## src/rtl/alu_pkg.sv

```systemverilog
// Shared definitions for the ALU result stage: flag bit positions, the
// per-entry flag metadata, and the occupancy states of the skid buffer.
package alu_pkg;

    localparam int ALU_WIDTH = 16;

    // Bit positions inside a {Z,N,C,V} nibble
    localparam int FLAG_Z = 3;
    localparam int FLAG_N = 2;
    localparam int FLAG_C = 1;
    localparam int FLAG_V = 0;

    // Flag metadata captured with each result. keep_cv means C/V are taken
    // from the status register when the entry is presented/retired.
    typedef struct packed {
        logic z;
        logic n;
        logic c;
        logic v;
        logic keep_cv;
        logic flag_we;
    } flag_meta_t;

    // Full buffer entry at the default datapath width
    typedef struct packed {
        logic [ALU_WIDTH-1:0] data;
        flag_meta_t           meta;
    } entry_t;

    // Skid buffer occupancy
    typedef enum logic [1:0] {
        ST_EMPTY = 2'd0,
        ST_ONE   = 2'd1,
        ST_FULL  = 2'd2
    } occ_state_e;

endpackage

```

## src/rtl/alu_result_stage_flag_gen.sv

```systemverilog
// Combinational flag derivation for an incoming ALU result. C/V are only
// meaningful for arithmetic ops; logical ops either clear them or defer to
// the status register via keep_cv.
module alu_flag_gen
    import alu_pkg::*;
#(
    parameter int WIDTH        = ALU_WIDTH,
    parameter bit LOGIC_CLR_CV = 1'b1
) (
    input  logic [WIDTH-1:0] X,
    input  logic             CIN_ALU,
    input  logic             VIN_ALU,
    input  logic             IS_ARITH,
    input  logic             FLAG_WE,
    output flag_meta_t       meta_o
);

    // Z/N from the full-width result, C/V gated by the op class
    always_comb begin
        meta_o         = '0;
        meta_o.z       = (X == '0);
        meta_o.n       = X[WIDTH-1];
        meta_o.c       = IS_ARITH & CIN_ALU;
        meta_o.v       = IS_ARITH & VIN_ALU;
        meta_o.keep_cv = ~IS_ARITH & ~LOGIC_CLR_CV;
        meta_o.flag_we = FLAG_WE;
    end

endmodule

```

## src/rtl/alu_result_stage.sv

```systemverilog
// Registered ALU result stage: 2-entry skid buffer (head + skid) feeding
// writeback through valid/ready, plus the architectural status register.
// in_ready is registered, so there is no combinational path from out_ready.
module alu_result_stage
    import alu_pkg::*;
#(
    parameter int WIDTH        = ALU_WIDTH,
    parameter bit LOGIC_CLR_CV = 1'b1
) (
    input  logic             clk,
    input  logic             reset,
    input  logic [WIDTH-1:0] X,
    input  logic             CIN_ALU,
    input  logic             VIN_ALU,
    input  logic             IS_ARITH,
    input  logic             FLAG_WE,
    input  logic             in_valid,
    output logic             in_ready,
    output logic [WIDTH-1:0] R,
    output logic [3:0]       FLAGS,
    output logic             out_valid,
    input  logic             out_ready,
    output logic [3:0]       SR
);

    flag_meta_t       in_meta;
    occ_state_e       state_q, state_d;
    logic [WIDTH-1:0] data_q [2];
    logic [WIDTH-1:0] data_d [2];
    flag_meta_t       meta_q [2];
    flag_meta_t       meta_d [2];
    logic [3:0]       sr_q, sr_d;
    logic             in_ready_q, in_ready_d;
    logic             accept, retire;
    logic [3:0]       head_flags;

    alu_flag_gen #(
        .WIDTH        (WIDTH),
        .LOGIC_CLR_CV (LOGIC_CLR_CV)
    ) u_flag_gen (
        .X        (X),
        .CIN_ALU  (CIN_ALU),
        .VIN_ALU  (VIN_ALU),
        .IS_ARITH (IS_ARITH),
        .FLAG_WE  (FLAG_WE),
        .meta_o   (in_meta)
    );

    assign out_valid = (state_q != ST_EMPTY);
    assign accept    = in_valid && in_ready_q;
    assign retire    = out_valid && out_ready;
    assign in_ready  = in_ready_q;
    assign R         = data_q[0];
    assign FLAGS     = head_flags;
    assign SR        = sr_q;

    // Head flags with deferred C/V resolved against the current SR
    always_comb begin
        head_flags         = '0;
        head_flags[FLAG_Z] = meta_q[0].z;
        head_flags[FLAG_N] = meta_q[0].n;
        head_flags[FLAG_C] = meta_q[0].keep_cv ? sr_q[FLAG_C] : meta_q[0].c;
        head_flags[FLAG_V] = meta_q[0].keep_cv ? sr_q[FLAG_V] : meta_q[0].v;
    end

    // Occupancy FSM and slot movement; a new entry goes to the head when the
    // head is free or retiring this cycle, otherwise into the skid slot
    always_comb begin
        state_d = state_q;
        data_d  = data_q;
        meta_d  = meta_q;
        case (state_q)
            ST_EMPTY: begin
                if (accept) begin
                    data_d[0] = X;
                    meta_d[0] = in_meta;
                    state_d   = ST_ONE;
                end
            end
            ST_ONE: begin
                if (accept && retire) begin
                    data_d[0] = X;
                    meta_d[0] = in_meta;
                end else if (accept) begin
                    data_d[1] = X;
                    meta_d[1] = in_meta;
                    state_d   = ST_FULL;
                end else if (retire) begin
                    state_d   = ST_EMPTY;
                end
            end
            ST_FULL: begin
                if (retire) begin
                    data_d[0] = data_q[1];
                    meta_d[0] = meta_q[1];
                    state_d   = ST_ONE;
                end
            end
            default: state_d = ST_EMPTY;
        endcase
        in_ready_d = (state_d != ST_FULL);
    end

    // Status register takes the resolved head flags when a writing entry retires
    always_comb begin
        sr_d = sr_q;
        if (retire && meta_q[0].flag_we) begin
            sr_d = head_flags;
        end
    end

    // State, storage and SR registers; reset discards all in-flight entries
    always_ff @(posedge clk) begin
        if (reset) begin
            state_q    <= ST_EMPTY;
            in_ready_q <= 1'b1;
            sr_q       <= '0;
            for (int i = 0; i < 2; i++) begin
                data_q[i] <= '0;
                meta_q[i] <= '0;
            end
        end else begin
            state_q    <= state_d;
            in_ready_q <= in_ready_d;
            sr_q       <= sr_d;
            for (int i = 0; i < 2; i++) begin
                data_q[i] <= data_d[i];
                meta_q[i] <= meta_d[i];
            end
        end
    end

endmodule

```

## config.mk

```make
export PLATFORM = sky130hd
export DESIGN_NAME = alu_result_stage
export DESIGN_NICKNAME = d
export VERILOG_FILES = /design/src/rtl/alu_pkg.sv /design/src/rtl/alu_result_stage_flag_gen.sv /design/src/rtl/alu_result_stage.sv
export SDC_FILE = /design/constraint.sdc
export NUM_CORES = 1
export LEC_CHECK = 0
export ABC_AREA = 1
export CORE_UTILIZATION = 40
export CTS_CLUSTER_DIAMETER = 40
export DETAILED_ROUTE_END_ITERATION = 10
export PLACE_DENSITY = 0.66
export SYNTH_ARGS = -nofsm -noshare
export SYNTH_HDL_FRONTEND = slang
export SYNTH_SLANG_ARGS = --single-unit
```

## constraint.sdc

```tcl
create_clock -name clk -period 1.3 [get_ports clk]
set_input_delay 0.26 -clock clk [delete_from_list [all_inputs] [get_ports clk]]
set_output_delay 0.26 -clock clk [all_outputs]
set_load 0.05 [all_outputs]
```

==> metrics, run 1 <==
Worst Setup SP=state_q[1]; Reg clk slew, reported paths=90 ps; Clock power frac=29.9%; Worst R2R Start=state_q[1]; mean post-synth cell area=7.34 um2; maxcap violations=0; Startpoint Class=flop; worst hold slack=446 ps; M3 GR Usage=3.47%; total congestion overflow=0; worst path arrival time=1460 ps; Hold WC Path Type=in2reg; met2 usage=30.8%; Starting Density=42.3%; Tmin final=1260 ps; num ports=50; Worst-Skew Late Latency=about 310 ps; GR peak layer=met2; CORE AREA=5200 um2; Worst Reg-to-Reg Cells=6; Worst Max-Slew Pin Slew=352 ps; vias in the first global route=1812; Die ar.=around 5800 um2; grt met1 use=22.8%; Detailed Routing Iterations Pass 1=4; CTS Buf Count=5; DP Wirelength=3.41 mm; register share of total power=between 40% and 50%; first-pass GRT wire length=8.45 mm; gpl congestion=0.795; yosys warns=0; dpl ws=-342 ps; Net Sw Frac=29.5%; Final Setup Violations=0; gr usage total=18.3%; Synth Instances=300; Setup Skew=7.37 ps; flops & latches, synth=47; total number of vias=1972; Net Count, Synth=between 300 and 400; share of layout cells above drive strength 1=24.9%; Hold Crit Start=in_valid; remaining antenna violation count=0; Crit path required time=1500 ps; Fmax=792 MHz; largest cells by area after synthesis=dfxtp_1 43%, o21ai_1 11%, buf_4 7.5%, a21oi_1 7.0%, nor2_1 7.0%; slowest CP cell=dfxtp_2; Worst Path Buf+Inv=2; CP Class=reg2reg; Int Power=2670 uW; depth of the CTS H-tree=2; Net count, final=~370; Comb pwr share=27.4%; die width=76.2 um; maximum VDD drop=0.460 mV; Synth Cell Area=around 2200 um2; Hold Fails Final Rpt=0; slowest stage delay, CP=350 ps; critical-path cell list=nor2_1, nand4_1, buf_4, bufbuf_16, o21ai_1, a21oi_2; Pleak=0.00135 uW; chip height=76.2 um; Slew Viols, Final=0; Routed WL=4.90 mm; post-synthesis cell type count=17; TNS Setup=0 ps; Synth area leader=dfxtp_1; row count=26; DRT iter0 DRCs=77; n_diodes=0; pin count of the biggest net entering global routing=46; status=completed; CP top delay family=buffers and inverters; initial antenna violation count=0; hold bufs inserted after CTS=0; clock tree from TritonCTS=yes; final worst slack=around 37 ps; part of the Yosys area used for sequential elements=42.8%; Relative slew margins=76.3%; drt wl/cell=11.7 um; CP Depth=6; port bufs=49; DR vias/cell=~4.7; Yosys top cell area share=42.8%; Residual DRC=0; hold depth=4; Switch Pwr=1120 uW; critical path fanouts, max=5; critical path capture point type=flop; CTS sink cnt=47; crit share post-route=97.2%; clk root buf=clkbuf_8; Clock Tree Buf Depth=2; P&R area growth vs syn=47.5%; pwr dens=1170 nW/um2
## worst register-to-register path: cells and delay by family, from the launching register on
family	cells	cell delay (ps)
buf+inv	2	430
flops	1	350
compound gates	2	210
simple gates	2	160
## synth_stat cells (all sizes together)
cell type,instances
o21ai,62
dfxtp,47
a21oi,42
nor2,41
nand2,35
buf,33
inv,29
clkbuf,5
nand3,4
clkinv,1
nand4,1
## what timing repair did
item                       4_1_cts  5_1_grt
buffers inserted                 0        1
pin swaps                        0        0
cloned                           2        0
resized for setup                4        3
setup endpoints to repair        5       23
## path summary, 6_finish.rpt
path / to / slack (ps)
max reg2reg: data_q[15] / 40
max: data_q[15] / 40
min: state_q[0] / 450
min reg2reg: data_q[4] / 450
## layout by cell type, fill, tap and decap left out
cell             netlist  layout
clkinv_1               1       1
dlygate4sd2_1          0       2
dfxtp_1               47      45
clkbuf_16              0       1
a21oi_2               11      11
nand2_1               31      31
nand4_1                1       1
o21ai_2                0       2
buf_4                 22      24
clkbuf_8               0       6
buf_12                 0      31
clkdlybuf4s50_1        0      21
o21ai_1               50      49
inv_1                 26      26
inv_6                  0       1
nor2_1                41      41
nand2_4                0       1
dfxtp_2                0       2
nand2_2                4       3
o21ai_0               12      11
nand3_1                4       4
inv_2                  3       3
a21oi_1               31      31
bufbuf_16              0       1
bufinv_16              0       1
## through the flow
step                instance area [um2]  cells  util, %  total power (uW)
floorplan                          2210    300        -              2240
global placement                   3050    409     58.7              2660
detailed placement                 3050    409     58.7              2680
CTS                                3240    419     62.3              3810
global route                       3250    420     62.4              3960
finish                             3250    420     62.4              3790
## layer usage
metal | part of all wire, % | routed length, um | up-vias
li1 | - | - | 1060
met5 | 0 | 0 | -
met1 | 46 | 2270 | 861
met4 | 1.3 | 65 | 0
met3 | 4.3 | 213 | 6
met2 | 48 | 2350 | 45
## logic make-up after synthesis
kind of cell           after synthesis  share of synthesized area [%]
AOI/OAI and AO/OA                  104                           25.5
buffers and inverters               68                           17.1
DFF                                 47                           42.8
and+or+nand+nor                     81                           14.6
## layout make-up
class,count,area (um2)
flip-flops and latches,47,943
inverters,30,113
fillers,455,1960
repair buffers,80,1090
clock inverters,2,38.8
multi-input cells,185,896
clock buffers,6,82.6
well taps,70,87.6
## state kept, by name, summed over array words and instances, names as in the netlist
name / cells
meta_q: 7
SR: 4
data_q: 16
state_q: 2
FLAGS: 1
R: 16
in_ready: 1
## power by group through the flow
| stage | registers, uW | clock network [uW] | logic (uW) |
|---|---|---|---|
| 5_1_grt | 1630 | 1220 | 1110 |
| 2_1_floorplan | 1620 | 0 | 622 |
| 3_3_place_gp | 1650 | 0 | 1010 |
| 3_5_place_dp | 1660 | 0 | 1020 |
| 4_1_cts | 1620 | 1150 | 1040 |
| 6_report | 1620 | 1130 | 1040 |
Power figures use the tool's default switching activity.
==> run 2, diff against run 1 <==
--- a/config.mk
+++ b/config.mk
@@ -9,6 +9,7 @@
 export CORE_UTILIZATION = 40
 export CTS_CLUSTER_DIAMETER = 40
 export DETAILED_ROUTE_END_ITERATION = 10
+export MAX_ROUTING_LAYER = met4
 export PLACE_DENSITY = 0.66
 export SYNTH_ARGS = -nofsm -noshare
 export SYNTH_HDL_FRONTEND = slang
==> run 2 against run 1 <==
- core utilization stayed put
- global-route usage increased by 0.55 points
- count of clock-buffer cells in the layout did not move
- first-iteration DRC count is 1.3% lower
- combinational power about the same
- sequential share of layout area unchanged
- total power hardly changed
- highest routed layer unchanged
==> metrics, run 2 (synthesis gave the netlist of run 1 again) <==
status=completed; DP Wirelength=roughly 3.4 mm; grt met1 use=23.0%; Clock power frac=29.9%; port bufs=49; critical path fanouts, max=5; clk root buf=clkbuf_8; initial antenna violation count=0; DR vias/cell=4.69; register share of total power=42.7%; Hold WC Path Type=in2reg; die width=~76 um; total number of vias=roughly 2000; Relative slew margins=76.5%; CTS Buf Count=5; Pleak=about 0.0014 uW; share of layout cells above drive strength 1=about a quarter; Hold Crit Start=in_valid; Routed WL=4.90 mm; crit share post-route=a little over nine tenths; depth of the CTS H-tree=2; first-pass GRT wire length=about 8.4 mm; slowest CP cell=dfxtp_2; dpl cells=409; chip height=76.2 um; Die ar.=about 5800 um2; critical-path cell list=nor2_1, nand4_1, buf_4, bufbuf_16, o21ai_1, a21oi_2; drt wl/cell=11.7 um; slowest stage delay, CP=roughly 350 ps; Net Sw Frac=29.5%; total congestion overflow=0; Residual DRC=0; most common cell after layout, fill and taps aside=o21ai_1; most frequent cells in the layout=49 x o21ai_1, 45 x dfxtp_1, 41 x nor2_1; CP top delay family=buffers and inverters; Int Power=2670 uW; Comb pwr share=27.4%; Worst Setup SP=state_q[1]; CTS sink cnt=47; maxcap violations=0; dpl ws=-342 ps; Worst Path Buf+Inv=2; Finished Layout Cells=420; Slew Viols, Final=0; Starting Density=42.3%; CORE AREA=5200 um2; gr usage total=18.8%; clock tree from TritonCTS=yes; P&R area growth vs syn=47.5%; Worst R2R Start=state_q[1]; CP Class=reg2reg; met2 usage=between 30 and 40%; Crit path required time=roughly 1500 ps; num ports=50; M3 GR Usage=3.47%; worst path arrival time=~1500 ps; pin count of the biggest net entering global routing=46; Startpoint Class=flop; final worst slack=35.7 ps; gpl congestion=0.806; maximum VDD drop=approximately 0.46 mV; remaining antenna violation count=0; Net count, final=approximately 370; Fmax=791 MHz; DRT iter0 DRCs=76; Detailed Routing Iterations Pass 1=4; Setup Skew=between 8 and 9 ps; Hold Fails Final Rpt=0; row count=26; Switch Pwr=roughly 1100 uW; Tmin final=1260 ps; Worst Max-Slew Pin Slew=between 300 and 400 ps; critical path capture point type=flop; GR peak layer=met2; vias in the first global route=around 1800; Clock Tree Buf Depth=2; worst hold slack=445 ps; n_diodes=0; Final Setup Violations=0; Reg clk slew, reported paths=90 ps; Worst-Skew Late Latency=just over 300 ps; pwr dens=roughly 1200 nW/um2
run 2: stage by stage:
stage	TNS [ps]	util [%]	power (uW)	instance area (um2)
after detailed placement	-9950	58.7	2680	3050
after floorplan	0	-	2240	2210
after global routing	-22.4	62.4	3970	3250
after CTS	0	62.3	3810	3240
final	0	62.4	3790	3250
after global placement	-8970	58.7	2660	3050
run 2: tightest hold or removal path, delay by kind of cell:
kind / cells / cell delay, ps
simple gates: 1 / 70
compound gates: 2 / 150
buf+inv: 1 / 250
run 2: power by group through the flow:
stage               clock network, uW  registers [uW]  logic, uW
finish                           1130            1620       1040
global route                     1220            1630       1110
CTS                              1150            1620       1040
detailed placement                  0            1660       1020
global placement                    0            1650       1010
floorplan                           0            1620        622
run 2: repair_timing:
action,4_1_cts,5_1_grt
cloned,2,0
endpoints found under the setup margin,5,23
gates resized for setup,4,3
hold buffers,0,0
setup buffers,0,1
run 2: worst paths after layout:
check          endpoint  slack [ps]  cells past startpoint
max          data_q[15]          40                      6
min          state_q[0]         440                      4
min reg2reg   data_q[4]         450                      2
max reg2reg  data_q[15]          40                      6
run 2: layer usage:
layer | routed length [um] | part of all wire (%)
met4 | 65 | 1.3
met1 | 2300 | 47
met3 | 225 | 4.6
met5 | 0 | 0
met2 | 2310 | 47
run 2: area by class of cell:
class | instances | area [um2]
clock buffers | 6 | 82.6
clock inverters | 2 | 38.8
flip-flops and latches | 47 | 943
fillers | 455 | 1960
repair buffers | 80 | 1090
multi-input cells | 185 | 896
well taps | 70 | 87.6
inverters | 30 | 113
==> run 3, diff against run 2 <==
==> constraint.sdc (replaced) <==
create_clock -name clk -period 1.5 [get_ports clk]
set_input_delay 0.3 -clock clk [delete_from_list [all_inputs] [get_ports clk]]
set_output_delay 0.3 -clock clk [all_outputs]
set_load 0.05 [all_outputs]
==> run 3 against run 2 <==
- hold slack improved by 4.5 ps
- combinational power is 19% lower
- critical path type is now in2reg
- total power fell by 17%
- highest routed layer unchanged
- first-iteration DRC count rose by 28%
==> metrics, run 3 (synthesis gave the netlist of run 1 again) <==
Final Setup Violations=0; dpl cells=around 390; CTS sink cnt=47; crit share post-route=89.1%; hold depth=2; Hold WC Path Type=reg2reg; most frequent cells in the layout=50 x o21ai_1, 47 x dfxtp_1, 41 x nor2_1; Slew Viols, Final=0; drt wl/cell=11.4 um; gr usage total=~17%; pin count of the biggest net entering global routing=46; Fmax=between 700 and 800 MHz; critical path capture point type=flop; DRT iter0 DRCs=97; slowest CP cell=clkdlybuf4s50_1; Reg clk slew, reported paths=approximately 80 ps; R2R setup slack=250 ps; Die ar.=5800 um2; Hold Fails Final Rpt=0; vias in the first global route=1665; die width=approximately 76 um; maxcap violations=0; Hold Crit Start=data_q[5]; dpl ws=-179 ps; Worst R2R Start=state_q[1]; Detailed Routing Iterations Pass 1=5; P&R area growth vs syn=36.9%; worst path arrival time=approximately 1500 ps; Relative slew margins=about three quarters; final worst slack=164 ps; most numerous cell on the critical path=buf_12; critical-path cell list=clkdlybuf4s50_1, nor2_1, nand4_1, buf_12, buf_12, o21ai_1, a21oi_2; pwr dens=about 1000 nW/um2; clk root buf=clkbuf_8; remaining antenna violation count=0; RSZ-0062 raised after global routing=false; status=completed; FILL cells=499; most common cell after layout, fill and taps aside=o21ai_1; num ports=50; port bufs=slightly below 50; Worst Reg-to-Reg Cells=6; initial antenna violation count=0; CP Class=in2reg; share of layout cells above drive strength 1=around 19%; hold bufs inserted after CTS=0; post-CTS sizing=0; Residual DRC=0; Worst-Skew Late Latency=300 ps; Startpoint Class=input pin; critical path fanouts, max=18; Net count, final=353; DP Wirelength=about 3.4 mm; Finished Layout Cells=about 400; total congestion overflow=0; Tmin final=1340 ps; Final Power=3130 uW; CORE AREA=5200 um2; DR vias/cell=4.71; CTS Buf Count=5; Routed WL=4.56 mm; gpl congestion=about 0.78; slowest stage delay, CP=440 ps; Worst Max-Slew Pin Slew=383 ps; Hold EP=data_q[5]; row count=26; FF-to-FF End=meta_q[9]; first-pass GRT wire length=7.81 mm; clock tree from TritonCTS=yes; Clock Tree Buf Depth=2; n_diodes=0; Pleak=0.00121 uW; Post-CTS Setup Repair Bufs=0; Setup Skew=6.68 ps; Starting Density=around 42%; total number of vias=1879; maximum VDD drop=0.428 mV; depth of the CTS H-tree=2; Crit path required time=about 1700 ps; chip height=roughly 76 um
-- run 3: cell count changes in the layout (fill, tap and decap cells not counted), sizes merged --
cell | before | now
clkdlybuf4s50 | 21 | 23
bufbuf | 1 | 0
buf | 55 | 37
dlygate4sd2 | 2 | 0
inv | 30 | 29
clkbuf | 7 | 6
-- run 3: layer usage --
| layer | up-vias | track usage, % | part of all wire [%] |
|---|---|---|---|
| met4 | 0 | 5.19 | 0.85 |
| met1 | 827 | 21.5 | 48 |
| met2 | 37 | 27.5 | 47 |
| li1 | 1011 | - | - |
| met5 | - | - | 0 |
| met3 | 4 | 4.07 | 4.1 |
-- run 3: critical path: cells and delay by family --
family	cells	cell delay, ps
and+or+nand+nor	2	250
buffers and inverters	3	780
AOI/OAI and AO/OA	2	190
-- run 3: how the worst max path moves through the flow --
stage / startpoint / to / slack [ps] / depth (start not counted)
6_report: out_ready / data_q[10] / 160 / 7
5_1_grt: out_ready / data_q[14] / 80 / 7
4_1_cts: reset / meta_q[9] / 140 / 4
3_5_place_dp: reset / meta_q[9] / -180 / 4
3_3_place_gp: out_ready / data_q[11] / -140 / 7
2_1_floorplan: in_ready / data_q[14] / 100 / 4
-- run 3: stage by stage --
| stage | hold WS (ps) | TNS, ps | util [%] | instance area (um2) |
|---|---|---|---|---|
| floorplan | 369 | 0 | - | 2200 |
| global placement | 434 | -3370 | 55.9 | 2910 |
| detailed placement | 440 | -4100 | 55.9 | 2910 |
| CTS | 452 | 0 | 57.8 | 3010 |
| global route | 466 | 0 | 57.9 | 3010 |
| finish | 449 | 0 | 57.9 | 3010 |
-- run 3: power breakdown --
| group | switching [uW] | leakage [uW] | internal (uW) |
|---|---|---|---|
| Combinational | 448 | 0.000775 | 396 |
| Clock | 397 | 0.0000513 | 489 |
| Sequential | 74.1 | 0.000385 | 1330 |
-- run 3: final cells by class --
class / count / area [um2] / share of cell area (%)
sequential: 47 / 941 / 31.2
multi-input combinational: 185 / 883 / 29.3
timing repair buffer: 60 / 883 / 29.3
inverter: 30 / 115 / 3.82
tap: 70 / 87.6 / 2.91
clock buffer: 6 / 72.6 / 2.41
clock inverter: 1 / 30.0 / 0.997
